--- src/rtl/rx_byte_fifo.sv ---
// rx_byte_fifo: byte FIFO between a UART receiver and a pushbutton-driven LED/display readout.
// Latency: a push into an empty FIFO shows on out_data the next cycle; a button press pops two edges after it is first sampled low.
// Backpressure: none upstream; a byte that arrives while full, with no pop in the same cycle, is dropped and latches the sticky overflow flag.
//
// Ports:
//   clk, rst            - single clock, synchronous active-high reset
//   wr_valid, wr_data   - one-cycle byte strobe and data from the receiver
//   rd_btn              - asynchronous active-low pop pushbutton (idle 1)
//   out_data, out_valid - head entry (zero when empty) and non-empty flag
//   count, full         - stored entry count (0..DEPTH) and full flag
//   overflow            - sticky dropped-byte flag, cleared only by rst
module rx_byte_fifo #(
  parameter int DEPTH = 8,
  parameter int WIDTH = 8
) (
  input  logic                     clk,
  input  logic                     rst,
  input  logic                     wr_valid,
  input  logic [WIDTH-1:0]         wr_data,
  input  logic                     rd_btn,
  output logic [WIDTH-1:0]         out_data,
  output logic                     out_valid,
  output logic [$clog2(DEPTH):0]   count,
  output logic                     full,
  output logic                     overflow
);

  localparam int AW = $clog2(DEPTH);
  localparam logic [AW:0] DEPTH_CNT = (AW+1)'(DEPTH);

  logic [WIDTH-1:0] mem [DEPTH];
  logic [AW-1:0]    wp;
  logic [AW-1:0]    rp;

  // Button synchronizer (s1, s2) plus history flop s3 for falling-edge detect.
  logic s1, s2, s3;
  // post: at least one real button sample has landed in s1 since reset.
  // armed: the button has been seen released since reset, so a press held
  // across reset release cannot masquerade as a new press.
  logic post;
  logic armed;

  logic pop_req;
  logic pop_ok;
  logic push_ok;
  logic drop;

  assign pop_req = armed & s3 & ~s2;
  assign pop_ok  = pop_req & (count != '0);
  // When full, a same-cycle pop frees the slot the push lands in.
  assign push_ok = wr_valid & (~full | pop_ok);
  assign drop    = wr_valid & full & ~pop_ok;

  assign out_valid = (count != '0);
  assign full      = (count == DEPTH_CNT);
  assign out_data  = out_valid ? mem[rp] : '0;

  always_ff @(posedge clk) begin
    if (rst) begin
      s1       <= 1'b1;
      s2       <= 1'b1;
      s3       <= 1'b1;
      post     <= 1'b0;
      armed    <= 1'b0;
      wp       <= '0;
      rp       <= '0;
      count    <= '0;
      overflow <= 1'b0;
    end else begin
      s1    <= rd_btn;
      s2    <= s1;
      s3    <= s2;
      post  <= 1'b1;
      armed <= armed | (post & s1);

      if (push_ok) begin
        wp <= wp + AW'(1);
      end
      if (pop_ok) begin
        rp <= rp + AW'(1);
      end
      if (push_ok && !pop_ok) begin
        count <= count + (AW+1)'(1);
      end else if (pop_ok && !push_ok) begin
        count <= count - (AW+1)'(1);
      end
      if (drop) begin
        overflow <= 1'b1;
      end
    end
  end

  // Storage is not reset; out_data masks it to zero whenever count is zero.
  always_ff @(posedge clk) begin
    if (!rst && push_ok) begin
      mem[wp] <= wr_data;
    end
  end

endmodule

--- config.mk ---
export PLATFORM = sky130hd
export DESIGN_NAME = rx_byte_fifo
export DESIGN_NICKNAME = d
export VERILOG_FILES = /design/src/rtl/rx_byte_fifo.sv
export SDC_FILE = /design/constraint.sdc
export NUM_CORES = 1
export LEC_CHECK = 0
export BUFFER_PORTS_ARGS = -buffer_cell sky130_fd_sc_hd__buf_4
export CAP_MARGIN = 10
export CORE_ASPECT_RATIO = 0.8
export CORE_MARGIN = 2
export CORE_UTILIZATION = 49
export DETAILED_ROUTE_END_ITERATION = 8
export GPL_TIMING_DRIVEN = 0
export PLACE_DENSITY = 0.67
export SYNTH_ARGS = -nofsm -noshare
export SYNTH_HDL_FRONTEND = slang
export SYNTH_SLANG_ARGS = --single-unit
--- constraint.sdc ---
create_clock -name clk -period 5.5 [get_ports clk]
set_input_delay 0.275 -clock clk [delete_from_list [all_inputs] [get_ports clk]]
set_output_delay 0.275 -clock clk [all_outputs]
set_load 0.05 [all_outputs]
==> reports/metrics.cfg <==
[outcome]
status=completed

[synthesis]
synth_edf_count=64
yosysTopAreaCellShare_pct=58.0
syn-instance-count=195
synth_compound_gate_area_share_pct=1.77
synthesis.nets=213
synth_top_cells_by_area=edfxtp_1 58%, dfxtp_1 11%, mux4_2 6.8%
muxShareOfSynthArea_pct=14.9
syn-mean-instance-area_um2=17.0
synth-main-ff-cell=edfxtp_1
synthAdderAreaFrac_pct=2.49
synth_top_area_cell=edfxtp_1
synth_top_family_by_area=multiplexers
synth_most_common_cell=edfxtp_1
synthSimpleGateAreaFrac_pct=7.36
ys_types=34
synth_warnings=0
ys_ff_latch=83
synthTopCellsByCount=64 x edfxtp_1, 23 x nor2_1, 19 x dfxtp_1
synth-xor-area-share_pct=1.32
async_flop_share_pct=0
synth-seq-area-share_pct=69.5
syn_area_um2=3310

[pwr]
internal_power_mw=1.06
p_total_mw=1.61
p_leak_nw=1.33
switching_share_pct=34.0
vdd_drop_max_v=0.000238
powerDensity_nw_per_um2=418
power_frac_clock_pct=25.3
p_comb_share_pct=28.3
p_seq_share_pct=46.3
p_sw_mw=0.547

[timing]
rsz0062_at_grt=no
max_slew.worst_pin.slew_ns=0.904
max_slew_margin_pct=39.4
fin_skew_ns=0.00827
setup_ws_ns=2.76
hold_violations=0
setup_tns_ns=0
finalCriticalPeriod_ns=2.74
drv_slew=0
finalCritPeriodShare_pct=49.8
max_freq_mhz=365
setup_viol=0

[floorplan]
design.core.area_um2=6470
boundaryPins=27
rows=26
die_y_um=77.6
dieArea_um2=7440
die_w_um=96.0
initial_core_util_pct=51.2

[global_routing]
grt_use_total_pct=17.2
use_met1_pct=25.1
antenna_found_initial=0
grtUsageMet3_pct=5.63
grtUsageMet2_pct=24.8
globalRouteOverflowTotal=0
grt_pass1_vias=1698
grt_pass1_wl_um=9000
busiest_layer=met1
grt_max_degree=14

[detailed_routing]
finalWirelength_um=5800
routedWlPerCell_um=18.0
drt_iter0_drc=106
ant_nets=0
vias_per_cell=5.28
vias=1706
drc=0
dr.pass1.iters=4

[place]
placed_cells=308
place.gp.congestion=0.720
dp_hpwl_um=3880
io_buffers=25
dp_slack_ns=2.78
place_area_um2=3670

[hold_path]
hp-class=in2reg
min_from=rd_btn

[critical_path]
r2r_start=count[0]
setup.worst_path.start=count[0]
crit_type=reg2reg
cp-start-kind=flip-flop
cp-end-kind=flip-flop
path_max_fanout=7
arrival_ns=2.97
crit_required_ns=5.73

[flow_run]
cap_violations=0

[final_layout]
drive_gt1_share_pct=29.7
antennaDiodeCount=0
layout.nets=253
final_cells=323
fin_area_um2=3850
nFillCells=507
area_growth_pct=16.1

[clock_tree]
cts_hold_buffers=0
cts_buffer_depth=2
cts_tree=yes
clk_pin_slew_worst_paths_ns=0.08
postCtsSetupRepairBufs=0
clock_latency_ns=0.34
cts_htree_levels=3
cts_buffers=9
clkSinkCount=83
root_buffer=clkbuf_8
cts.repair.resized=0

logic make-up after synthesis:
family	count (synthesis)
DFF	83
AOI/OAI and AO/OA	10
xor gates and xnor gates	5
buffers and inverters	15
and+or+nand+nor	49
adders and majority gates	6
muxes	27
power groups by stage:
| stage | logic, mW | registers (mW) | clock network (mW) |
|---|---|---|---|
| after floorplan | 0.280 | 0.793 | 0 |
| after global placement | 0.447 | 0.756 | 0 |
| after detailed placement | 0.458 | 0.760 | 0 |
| after CTS | 0.459 | 0.746 | 0.417 |
| after global routing | 0.488 | 0.751 | 0.445 |
| final | 0.456 | 0.745 | 0.407 |
critical path: stages, from the launching register on:
cell	delay (ns)
dfxtp_1	0.40
nor3_1	0.36
a31o_2	0.34
inv_1	0.08
ha_1	0.19
inv_1	0.13
ha_1	0.28
a21oi_1	0.20
a211oi_1	0.10
a31oi_1	0.19
mux2_2	0.35
per-stage QoR:
step                hold WS [ns]  utilization [%]
global placement           0.421             55.7
global route              0.0979             59.5
CTS                        0.107             59.5
finish                     0.119             59.5
floorplan                  0.374                -
detailed placement         0.424             56.6
final timing paths:
kind / slack (ns) / end / cells past startpoint
hold / removal: 0.12 / s1 / 2
setup / recovery: 2.76 / count[3] / 10
setup reg to reg: 2.76 / count[3] / 10
hold reg to reg: 0.44 / s3 / 1
flip-flops by register name (all words and copies together) (netlist names), named ones only:
| name | count |
|---|---|
| s3 | 1 |
| s1 | 1 |
| wp | 3 |
| s2 | 1 |
| rp | 3 |
| post | 1 |
| mem | 64 |
| armed | 1 |
| count | 4 |
| overflow | 1 |
layer usage:
metal / part of all wire [%] / wire length, µm
met1: 50 / 2890
met2: 45 / 2620
met3: 4.0 / 233
met4: 0.97 / 56
met5: 0 / 0
cells in the final DEF (no fill, tap or decap), drive strengths merged, types with 3 or more instances in the layout:
cell / count
a21oi: 5
buf: 36
clkbuf: 12
dfxtp: 19
edfxtp: 64
ha: 5
inv: 6
mux2i: 9
mux4: 16
nand2: 4
nand3: 5
nor2: 23
nor3: 3
or2: 3
xor2: 3
area by class of cell:
type	count	area [µm²]	area share [%]
buffer	9	65.1	1.69
clock buffer	10	128	3.32
clock inverter	5	55.1	1.43
inverter	6	22.5	0.585
multi-input combinational	97	953	24.8
sequential	83	2300	59.8
tap	84	105	2.73
timing repair buffer	29	218	5.66
Power figures use the tool's default switching activity.
